<file path="src/rtl/flappy_game_ctrl_if.sv">
// Signal bundle between the Flappy datapath (pipe RAM, bird physics, score)
// and the game-sequencing controller.
//   master : datapath side, drives bird/pipe/score/flap, consumes controls
//   slave  : flappy_game_ctrl
interface flappy_game_ctrl_if;
  logic       flap;
  logic [9:0] bird_y;
  logic [9:0] pipe_x;
  logic [1:0] pipe_idx;
  logic [9:0] gap_y;
  logic [3:0] score;

  logic       count_EN;
  logic       Lose;
  logic       frame_tick;
  logic       game_rst;
  logic [1:0] state;
  logic       win;
  logic [1:0] hit_pipe;

  modport master (
    output flap, bird_y, pipe_x, pipe_idx, gap_y, score,
    input  count_EN, Lose, frame_tick, game_rst, state, win, hit_pipe
  );

  modport slave (
    input  flap, bird_y, pipe_x, pipe_idx, gap_y, score,
    output count_EN, Lose, frame_tick, game_rst, state, win, hit_pipe
  );
endinterface

</file>
<file path="src/rtl/flappy_game_ctrl.sv">
// flappy_game_ctrl: round sequencer for the Flappy game.
// Runs the IDLE/PLAY/DYING/OVER round FSM, divides the clock into frame
// ticks, checks bird/pipe/floor collision on each PLAY tick and issues the
// one-cycle game_rst pulse when a finished round is restarted.
// Optional build macro: FLAPPY_CEILING_COLLIDE_EN (ceiling contact is a hit).
//
// state  | meaning
// IDLE   | waiting for a flap edge to start a round
// PLAY   | pipes advance, collision checked every frame tick
// DYING  | bird falls for FALL_FRAMES ticks, Lose asserted
// OVER   | round finished (win or loss), flap edge restarts
module flappy_game_ctrl #(
  parameter int unsigned TICK_DIV    = 833333,
  parameter int unsigned BIRD_X      = 200,
  parameter int unsigned BIRD_W      = 16,
  parameter int unsigned BIRD_H      = 16,
  parameter int unsigned PIPE_W      = 40,
  parameter int unsigned GAP_H       = 120,
  parameter int unsigned FLOOR_Y     = 464,
  parameter int unsigned CEIL_Y      = 0,
  parameter int unsigned FALL_FRAMES = 30,
  parameter int unsigned WIN_SCORE   = 15
) (
  input logic              clk,
  input logic              reset,
  flappy_game_ctrl_if.slave bus
);

  typedef enum logic [1:0] {
    ST_IDLE  = 2'd0,
    ST_PLAY  = 2'd1,
    ST_DYING = 2'd2,
    ST_OVER  = 2'd3
  } state_e;

  // All geometry is compared on 11 bits so sums never wrap.
  localparam logic [10:0] BX_L    = 11'(BIRD_X);
  localparam logic [10:0] BX_R    = 11'(BIRD_X + BIRD_W);
  localparam logic [10:0] PW      = 11'(PIPE_W);
  localparam logic [10:0] BH      = 11'(BIRD_H);
  localparam logic [10:0] GH      = 11'(GAP_H);
  localparam logic [10:0] FLOOR_L = 11'(FLOOR_Y);
  localparam logic [10:0] CEIL_L  = 11'(CEIL_Y);
  localparam logic [19:0] DIV_LAST = 20'(TICK_DIV - 1);
  localparam logic [5:0]  DYING_LAST = 6'(FALL_FRAMES - 1);
  localparam logic [4:0]  WIN_L   = 5'(WIN_SCORE);

`ifdef FLAPPY_CEILING_COLLIDE_EN
  localparam logic CEIL_EN = 1'b1;
`else
  localparam logic CEIL_EN = 1'b0;
`endif

  state_e      state_q, state_d;
  logic [19:0] div_q, div_d;
  logic [5:0]  dcnt_q, dcnt_d;
  logic        flap_q, flap_d;
  logic        win_q, win_d;
  logic [1:0]  hit_pipe_q, hit_pipe_d;
  logic        count_en_q, count_en_d;
  logic        lose_q, lose_d;
  logic        tick_q, tick_d;

  logic        flap_edge;
  logic        active;
  logic        h_ov, v_out, floor_hit, ceil_hit, hit;
  logic [10:0] by, px, gy;

  // Collision geometry for the current inputs; only acted on in a PLAY tick.
  always_comb begin
    by        = {1'b0, bus.bird_y};
    px        = {1'b0, bus.pipe_x};
    gy        = {1'b0, bus.gap_y};
    h_ov      = (px < BX_R) && ((px + PW) > BX_L);
    v_out     = (by < gy) || ((by + BH) > (gy + GH));
    floor_hit = (by >= FLOOR_L);
    ceil_hit  = CEIL_EN && (by <= CEIL_L);
    hit       = (h_ov && v_out) || floor_hit || ceil_hit;
  end

  // Next-state, divider, DYING tick counter and registered output decode.
  always_comb begin
    flap_d     = bus.flap;
    flap_edge  = bus.flap & ~flap_q;
    active     = (state_q == ST_PLAY) || (state_q == ST_DYING);
    state_d    = state_q;
    dcnt_d     = dcnt_q;
    win_d      = win_q;
    hit_pipe_d = hit_pipe_q;

    if (active) begin
      div_d = tick_q ? 20'd0 : div_q + 20'd1;
    end else begin
      div_d = 20'd0;
    end

    unique case (state_q)
      ST_IDLE: begin
        if (flap_edge) state_d = ST_PLAY;
      end
      ST_PLAY: begin
        if (tick_q) begin
          if (hit) begin
            state_d    = ST_DYING;
            hit_pipe_d = bus.pipe_idx;
            win_d      = 1'b0;
            dcnt_d     = 6'd0;
          end else if ({1'b0, bus.score} >= WIN_L) begin
            state_d = ST_OVER;
            win_d   = 1'b1;
          end
        end
      end
      ST_DYING: begin
        if (tick_q) begin
          if (dcnt_q == DYING_LAST) begin
            state_d = ST_OVER;
          end else begin
            dcnt_d = dcnt_q + 6'd1;
          end
        end
      end
      ST_OVER: begin
        if (flap_edge) state_d = ST_IDLE;
      end
      default: state_d = ST_IDLE;
    endcase

    // The divider is forced to 0 whenever the round is not running, so the
    // tick can only fire in PLAY/DYING.
    tick_d     = (div_d == DIV_LAST);
    count_en_d = (state_d == ST_PLAY);
    lose_d     = (state_d == ST_DYING) || ((state_d == ST_OVER) && !win_d);
  end

  // Round FSM and all its registers; reset overrides every transition.
  always_ff @(posedge clk) begin
    if (reset) begin
      state_q    <= ST_IDLE;
      div_q      <= 20'd0;
      dcnt_q     <= 6'd0;
      flap_q     <= 1'b0;
      win_q      <= 1'b0;
      hit_pipe_q <= 2'd0;
      count_en_q <= 1'b0;
      lose_q     <= 1'b0;
      tick_q     <= 1'b0;
    end else begin
      state_q    <= state_d;
      div_q      <= div_d;
      dcnt_q     <= dcnt_d;
      flap_q     <= flap_d;
      win_q      <= win_d;
      hit_pipe_q <= hit_pipe_d;
      count_en_q <= count_en_d;
      lose_q     <= lose_d;
      tick_q     <= tick_d;
    end
  end

  // Restart pulse marks the OVER->IDLE cycle itself; reset never pulses it.
  assign bus.game_rst   = (state_q == ST_OVER) && flap_edge && !reset;
  assign bus.count_EN   = count_en_q;
  assign bus.Lose       = lose_q;
  assign bus.frame_tick = tick_q;
  assign bus.state      = state_q;
  assign bus.win        = win_q;
  assign bus.hit_pipe   = hit_pipe_q;

endmodule

</file>
<file path="src/flat_wrapper.sv">
// flat-port wrapper written by rule: the top's interface ports become plain ports
module flappy_game_ctrl_flat 
#(
  parameter int unsigned TICK_DIV    = 833333,
  parameter int unsigned BIRD_X      = 200,
  parameter int unsigned BIRD_W      = 16,
  parameter int unsigned BIRD_H      = 16,
  parameter int unsigned PIPE_W      = 40,
  parameter int unsigned GAP_H       = 120,
  parameter int unsigned FLOOR_Y     = 464,
  parameter int unsigned CEIL_Y      = 0,
  parameter int unsigned FALL_FRAMES = 30,
  parameter int unsigned WIN_SCORE   = 15
)
  (clk, reset, bus_flap, bus_bird_y, bus_pipe_x, bus_pipe_idx, bus_gap_y, bus_score, bus_count_EN, bus_Lose, bus_frame_tick, bus_game_rst, bus_state, bus_win, bus_hit_pipe);
  flappy_game_ctrl_if bus_i ();
  input logic clk;
  input logic reset;
  input wire logic [$bits(bus_i.flap)-1:0] bus_flap;
  input wire logic [$bits(bus_i.bird_y)-1:0] bus_bird_y;
  input wire logic [$bits(bus_i.pipe_x)-1:0] bus_pipe_x;
  input wire logic [$bits(bus_i.pipe_idx)-1:0] bus_pipe_idx;
  input wire logic [$bits(bus_i.gap_y)-1:0] bus_gap_y;
  input wire logic [$bits(bus_i.score)-1:0] bus_score;
  output wire logic [$bits(bus_i.count_EN)-1:0] bus_count_EN;
  output wire logic [$bits(bus_i.Lose)-1:0] bus_Lose;
  output wire logic [$bits(bus_i.frame_tick)-1:0] bus_frame_tick;
  output wire logic [$bits(bus_i.game_rst)-1:0] bus_game_rst;
  output wire logic [$bits(bus_i.state)-1:0] bus_state;
  output wire logic [$bits(bus_i.win)-1:0] bus_win;
  output wire logic [$bits(bus_i.hit_pipe)-1:0] bus_hit_pipe;
  assign bus_i.flap = bus_flap;
  assign bus_i.bird_y = bus_bird_y;
  assign bus_i.pipe_x = bus_pipe_x;
  assign bus_i.pipe_idx = bus_pipe_idx;
  assign bus_i.gap_y = bus_gap_y;
  assign bus_i.score = bus_score;
  assign bus_count_EN = bus_i.count_EN;
  assign bus_Lose = bus_i.Lose;
  assign bus_frame_tick = bus_i.frame_tick;
  assign bus_game_rst = bus_i.game_rst;
  assign bus_state = bus_i.state;
  assign bus_win = bus_i.win;
  assign bus_hit_pipe = bus_i.hit_pipe;
  flappy_game_ctrl #(.TICK_DIV(TICK_DIV), .BIRD_X(BIRD_X), .BIRD_W(BIRD_W), .BIRD_H(BIRD_H), .PIPE_W(PIPE_W), .GAP_H(GAP_H), .FLOOR_Y(FLOOR_Y), .CEIL_Y(CEIL_Y), .FALL_FRAMES(FALL_FRAMES), .WIN_SCORE(WIN_SCORE)) u_core (.clk(clk), .reset(reset), .bus(bus_i));
endmodule
</file>
<file path="config.mk">
export PLATFORM = sky130hd
export DESIGN_NAME = flappy_game_ctrl_flat
export DESIGN_NICKNAME = d
export VERILOG_FILES = /design/src/rtl/flappy_game_ctrl_if.sv /design/src/rtl/flappy_game_ctrl.sv /design/src/flat_wrapper.sv
export SDC_FILE = /design/constraint.sdc
export NUM_CORES = 1
export LEC_CHECK = 0
export BUFFER_PORTS_ARGS = -buffer_cell sky130_fd_sc_hd__buf_2
export CORE_MARGIN = 4
export CORE_UTILIZATION = 50
export CTS_CLUSTER_DIAMETER = 100
export DETAILED_ROUTE_END_ITERATION = 7
export PLACE_DENSITY = 0.73
export SYNTH_ARGS = -nofsm -noshare
export SYNTH_HDL_FRONTEND = slang
export SYNTH_SLANG_ARGS = --single-unit
</file>
<file path="constraint.sdc">
create_clock -name clk -period 8 [get_ports clk]
set_clock_uncertainty 0.05 [all_clocks]
set_input_delay 0.8 -clock clk [delete_from_list [all_inputs] [get_ports clk]]
set_output_delay 0.8 -clock clk [all_outputs]
set_load 0.01 [all_outputs]
</file>
**Word-level counts from Yosys, hierarchy flattened**

Cells that the tools add are included.

- Flip-flop bits (word level): 35
- Input port bits: 39
- Output and inout bits: 9
- Logic and storage cells: 68

- Add/subtract/negate cells: 5
- Magnitude comparators: 6
- Equal/unequal tests: 12
- Multiplexer cells: 19
- Bitwise operators: 2
- Reductions and logical operators: 15

Operators with widths:

| kind | count |
|---|---|
| two-way mux 20 bit | 2 |
| two-way mux 6 bit | 4 |
| adder 20 x 1 -> 20 bit (second input constant) | 1 |
| == test 20 bit (second input constant) | 1 |
| two-way mux 2 bit | 7 |
| one-hot mux 6 bit (2 select lines) | 1 |
| adder 10 x 5 -> 11 bit (second input constant) | 1 |
| adder 10 x 6 -> 11 bit (second input constant) | 1 |
| adder 10 x 7 -> 11 bit (second input constant) | 1 |
| > comparator 11 bit | 1 |
| > comparator 11 x 8 -> 1 bit (second input constant) | 1 |
| >= comparator 10 x 9 -> 1 bit (second input constant) | 1 |
| < comparator 10 bit | 1 |
| < comparator 10 x 8 -> 1 bit (second input constant) | 1 |
| == test 2 bit (second input constant) | 4 |
| one-hot mux 2 bit (4 select lines) | 1 |
| adder 6 x 1 -> 6 bit (second input constant) | 1 |
| == test 6 x 5 -> 1 bit (second input constant) | 1 |
| != test 2 x 1 -> 1 bit (second input constant) | 3 |
| logical AND 1 bit | 5 |
| AND reduction 5 bit | 1 |
| == test 2 x 1 -> 1 bit (second input constant) | 2 |
| >= comparator 4 bit (second input constant) | 1 |
| logical OR 1 bit | 4 |
| other kinds (8) | 12 |

**Depth between registers and ports, before layout**

- Depth in word-level cells: 11
- Mapped depth: 14

**Worst setup path after synthesis**

Ideal clock, no wire load.

- Kind: input-to-reg
- Start point: in bus_gap_y[3]
- End point: reg u_core.lose_q (netlist: u_core.bus.Lose)
- Library setup time: 0.122 ns
- Arrival time: 3.063 ns
- Required time: 7.828 ns
- Setup slack: 4.766 ns
- Stages: 13
- Buffers on the path: 0
- Cells stage by stage: inv_1 -> ha_1 -> nand3_1 -> nand3_1 -> xnor2_1 -> ha_1 -> a21o_1 -> a21o_1 -> nor4_1 -> nor2_1 -> o21ai_2 -> nor2_2 -> o311a_1

- Longest elaborated chain between the ends: 11
- Elaborated cells between the ends (all ways): 17

Ends and longest elaborated chain:

| item | line | RTL |
|---|---|---|
| start, declared | flat_wrapper.sv:23 | `input wire logic [$bits(bus_i.gap_y)-1:0] bus_gap_y;` |
| adder 10 x 7 -> 11 bit | flappy_game_ctrl.sv:75 | `v_out = (by < gy) \|\| ((by + BH) > (gy + GH));` |
| > comparator 11 bit | flappy_game_ctrl.sv:75 |  |
| logical OR 1 bit (*) | flappy_game_ctrl.sv:75 |  |
| logical AND 1 bit (*) | flappy_game_ctrl.sv:78 | `hit = (h_ov && v_out) \|\| floor_hit \|\| ceil_hit;` |
| logical OR 1 bit (*) | flappy_game_ctrl.sv:78 |  |
| two-way mux 2 bit / two-way mux 1 bit (equally long branches) | flappy_game_ctrl.sv:103 | `if (hit) begin` |
| two-way mux 2 bit / two-way mux 1 bit (equally long branches) | flappy_game_ctrl.sv:102 | `if (tick_q) begin` |
| one-hot mux 2 bit (4 select lines) / two-way mux 1 bit (equally long branches) | flappy_game_ctrl.sv:97 | `unique case (state_q)` |
| == test 2 bit / logical NOT 1 bit (equally long branches) | flappy_game_ctrl.sv:133 | `lose_d = (state_d == ST_DYING) \|\| ((state_d == ST_OVER) && !win_d);` |
| logical AND 1 bit | flappy_game_ctrl.sv:133 |  |
| logical OR 1 bit (*) | flappy_game_ctrl.sv:133 |  |
| end signal, assigned | flappy_game_ctrl.sv:156 | `lose_q <= lose_d;` |
| end, declared | flappy_game_ctrl.sv:61 | `logic lose_q, lose_d;` |

Every way passes the cells marked *; elsewhere a longest branch is shown, timed or not.
A chain may end at the register's enable or synchronous reset.

**Final worst setup path**

Ends and elaborated chain as after synthesis.

==> results.py <==
metrics = {
    "sta": {
        "post-route-period-util_pct": 41.3,
        "tns_ns": 0,
        "slew_viol_final": 0,
        "final-setup-viol-count": 0,
        "fin_ws_ns": 4.69,
        "final_hold_viol_count": 0,
        "slew_headroom_pct": 58.2,
        "rsz0062_at_grt": "no",
        "min_period_ns": 3.31,
        "fmax_mhz": 303,
        "worst_pin_slew_ns": 0.628,
    },
    "clocking": {
        "clk_path_buf_depth": 2,
        "clock_latency_ns": 0.28,
        "cts_max_level": 2,
        "postCtsSetupBuffers": 0,
        "numCtsBuffers": 5,
        "cts_tree": "built",
        "path_clk_slew_ns": 0.07,
        "ctsResizeCount": 0,
        "cts_sinks": 35,
        "cts_root_buf": "clkbuf_8",
        "ctsHoldBuffers": 0,
    },
    "min_path": {
        "min_path_type": "flop to flop",
    },
    "synthesis": {
        "syn_nets": 379,
        "netlist_instances": 311,
        "synth.avg_cell_area_um2": 8.02,
        "ys_types": 52,
        "seq_area_frac_synth_pct": 28.1,
        "ys_ff_latch": 35,
        "synth_area_mm2": 0.00249,
        "yosysWarnings": 0,
        "synth_edf_count": 0,
        "synth_top_area_share_pct": 28.1,
        "ys_top_cells_by_area": "dfxtp_1 (28%), ha_1 (15%), xnor2_1 (6.0%)",
        "ys.flop_type": "dfxtp_1",
        "synth_largest_area_cell": "dfxtp_1",
        "synth-async-reset-ratio_pct": 0,
    },
    "finish": {
        "antenna_cells": 0,
        "nFillCells": 448,
        "multiInputGateArea_mm2": 0.00168,
        "nets": 427,
        "syn2layout_area_growth_pct": 14.9,
        "seqCellArea_um2": 701,
        "drive_gt1_share_pct": 16.7,
    },
    "place": {
        "place_ws_ns": 4.40,
        "gpl.final_weighted_congestion": 0.860,
        "hpwl_um": 4320,
        "numPortBuffers": 47,
    },
    "setup_path": {
        "crit_arrival_ns": 3.43,
        "r2r_slack_ns": 5.43,
        "startpoint_type": "primary input",
        "critPathKind": "primary input to flop",
        "endpoint_kind": "flop",
        "worstPathMaxFanout": 7,
        "worst_ep_required_time_ns": 8.13,
    },
    "floorplan": {
        "die-height_um": 78.6,
        "start_util_pct": 52.1,
        "die_w_um": 78.6,
        "io-pin-count": 48,
        "core_mm2": 0.00479,
        "rows": 25,
        "dieArea_mm2": 0.00618,
    },
    "detailed_routing": {
        "ant_nets": 0,
        "via_per_inst": 5.47,
        "drt_pass1_iterations": 4,
        "drt-wirelength-per-cell_um": 13.1,
        "routed_wl_um": 5600,
        "first_iter_violations": 110,
        "num_vias": 2337,
        "drc": 0,
    },
    "global_route": {
        "grt_pass1_wl_um": 9830,
        "grt_max_degree": 20,
        "antenna_found_initial": 0,
        "grt_pass1_vias": 2311,
        "grt_overflow": 0,
        "track_usage_pct": 19.3,
    },
    "power": {
        "power_density_mw_per_mm2": 164,
        "peakVddDrop_mv": 0.141,
        "static-leakage-power_nw": 1.17,
    },
    "job": {
        "maxCapViolCount": 0,
    },
    "run_status": {
        "status": "completed",
    },
}
worst max-delay path, cell delays in order:
cell and delay [ns]:
buf_2 0.10, inv_1 0.05, ha_1 0.21, nand3_1 0.14
nand3_1 0.11, xnor2_1 0.14, ha_1 0.32, a21o_1 0.20
a21o_1 0.18, nor4_1 0.35, nor2_1 0.11, o21ai_2 0.31
nor2_2 0.07, o311a_1 0.34
report_power, final:
group / total (mW) / internal, mW / switching, mW
clock network: 0.125 / 0.0608 / 0.0637
logic: 0.149 / 0.0575 / 0.0915
registers: 0.196 / 0.184 / 0.0114
total: 0.469 / 0.303 / 0.167
path summary, 6_finish.rpt:
| path | startpoint | end | cells after the start |
|---|---|---|---|
| max | bus_gap_y[3] | u_core.bus.Lose | 14 |
| min | u_core.bus.hit_pipe[0] | u_core.bus.hit_pipe[0] | 2 |
| max reg2reg | u_core.bus.state[0] | u_core.bus.frame_tick | 9 |
| min reg2reg | u_core.bus.hit_pipe[0] | u_core.bus.hit_pipe[0] | 2 |
registers in the layout, indices dropped and copies added (netlist names):
register / cells
u_core.div_q: 20
u_core.dcnt_q: 6
u_core.bus.hit_pipe: 2
u_core.bus.state: 2
u_core.bus.Lose: 1
u_core.bus.count_EN: 1
u_core.bus.frame_tick: 1
u_core.bus.win: 1
u_core.flap_q: 1
logic make-up after synthesis:
| kind of cell | after synthesis | synth area share [%] |
|---|---|---|
| and+or+nand+nor | 127 | 26.4 |
| AOI/OAI and AO/OA | 65 | 16.8 |
| DFF | 35 | 28.1 |
| adders and majority gates | 29 | 14.6 |
| buffers and inverters | 28 | 4.62 |
| xor gates and xnor gates | 26 | 9.13 |
| muxes | 1 | 0.401 |
routing by layer:
| metal | wire length, µm | GRT usage [%] | up-vias |
|---|---|---|---|
| met3 | 318 | 5.96 | 6 |
| li1 | - | - | 1215 |
| met5 | 0 | 0 | - |
| met4 | 59 | 5.59 | 0 |
| met2 | 2580 | 32.3 | 54 |
| met1 | 2640 | 23.7 | 1062 |
through the flow:
step                      power, mW  utilization (%)  cells  instance area (µm²)  hold WS, ns
after floorplan               0.303                -    311                 2490        0.393
after CTS                     0.473             59.9    427                 2870        0.430
after detailed placement      0.348             58.1    419                 2780        0.418
after global placement        0.347             58.1    419                 2780        0.417
after global routing          0.510             59.9    427                 2870        0.465
final                         0.469             59.9    427                 2870        0.433
cells in the final DEF, fill, tap and decap left out, types with 3 or more instances in the layout:
master	count
or3_1	3
a211oi_1	5
nand3_1	25
nand2b_1	5
nand4b_1	5
a21o_1	3
clkbuf_8	5
o21ai_0	13
dfxtp_1	35
and3_1	5
a21oi_1	20
nand2_1	16
a31oi_1	6
nor2_1	36
nor2b_1	5
buf_2	47
xnor2_1	17
inv_1	22
xor2_1	9
ha_1	29
nor3_1	7
a311oi_1	3
nand4_1	7
Yosys cell counts (all sizes together), types with 2 or more instances:
master  instances
a211oi          5
a21o            4
a21oi          20
a311oi          3
a31oi           6
and3            5
buf             4
clkbuf          2
dfxtp          35
ha             29
inv            22
nand2          16
nand2b          5
nand3          25
nand3b          2
nand4           7
nand4b          5
nor2           37
nor2b           5
nor3            8
o21a            2
o21ai          16
o221ai          2
or3             3
xnor2          17
xor2            9
area by class of cell:
type | instances | area share [%]
Tap cell | 67 | 2.93
Sequential cell | 35 | 24.5
Multi-Input combinational cell | 248 | 58.6
Clock buffer | 6 | 2.53
Clock inverter | 2 | 0.437
Timing Repair Buffer | 47 | 8.21
Inverter | 22 | 2.88
Power figures use the tool's default switching activity.
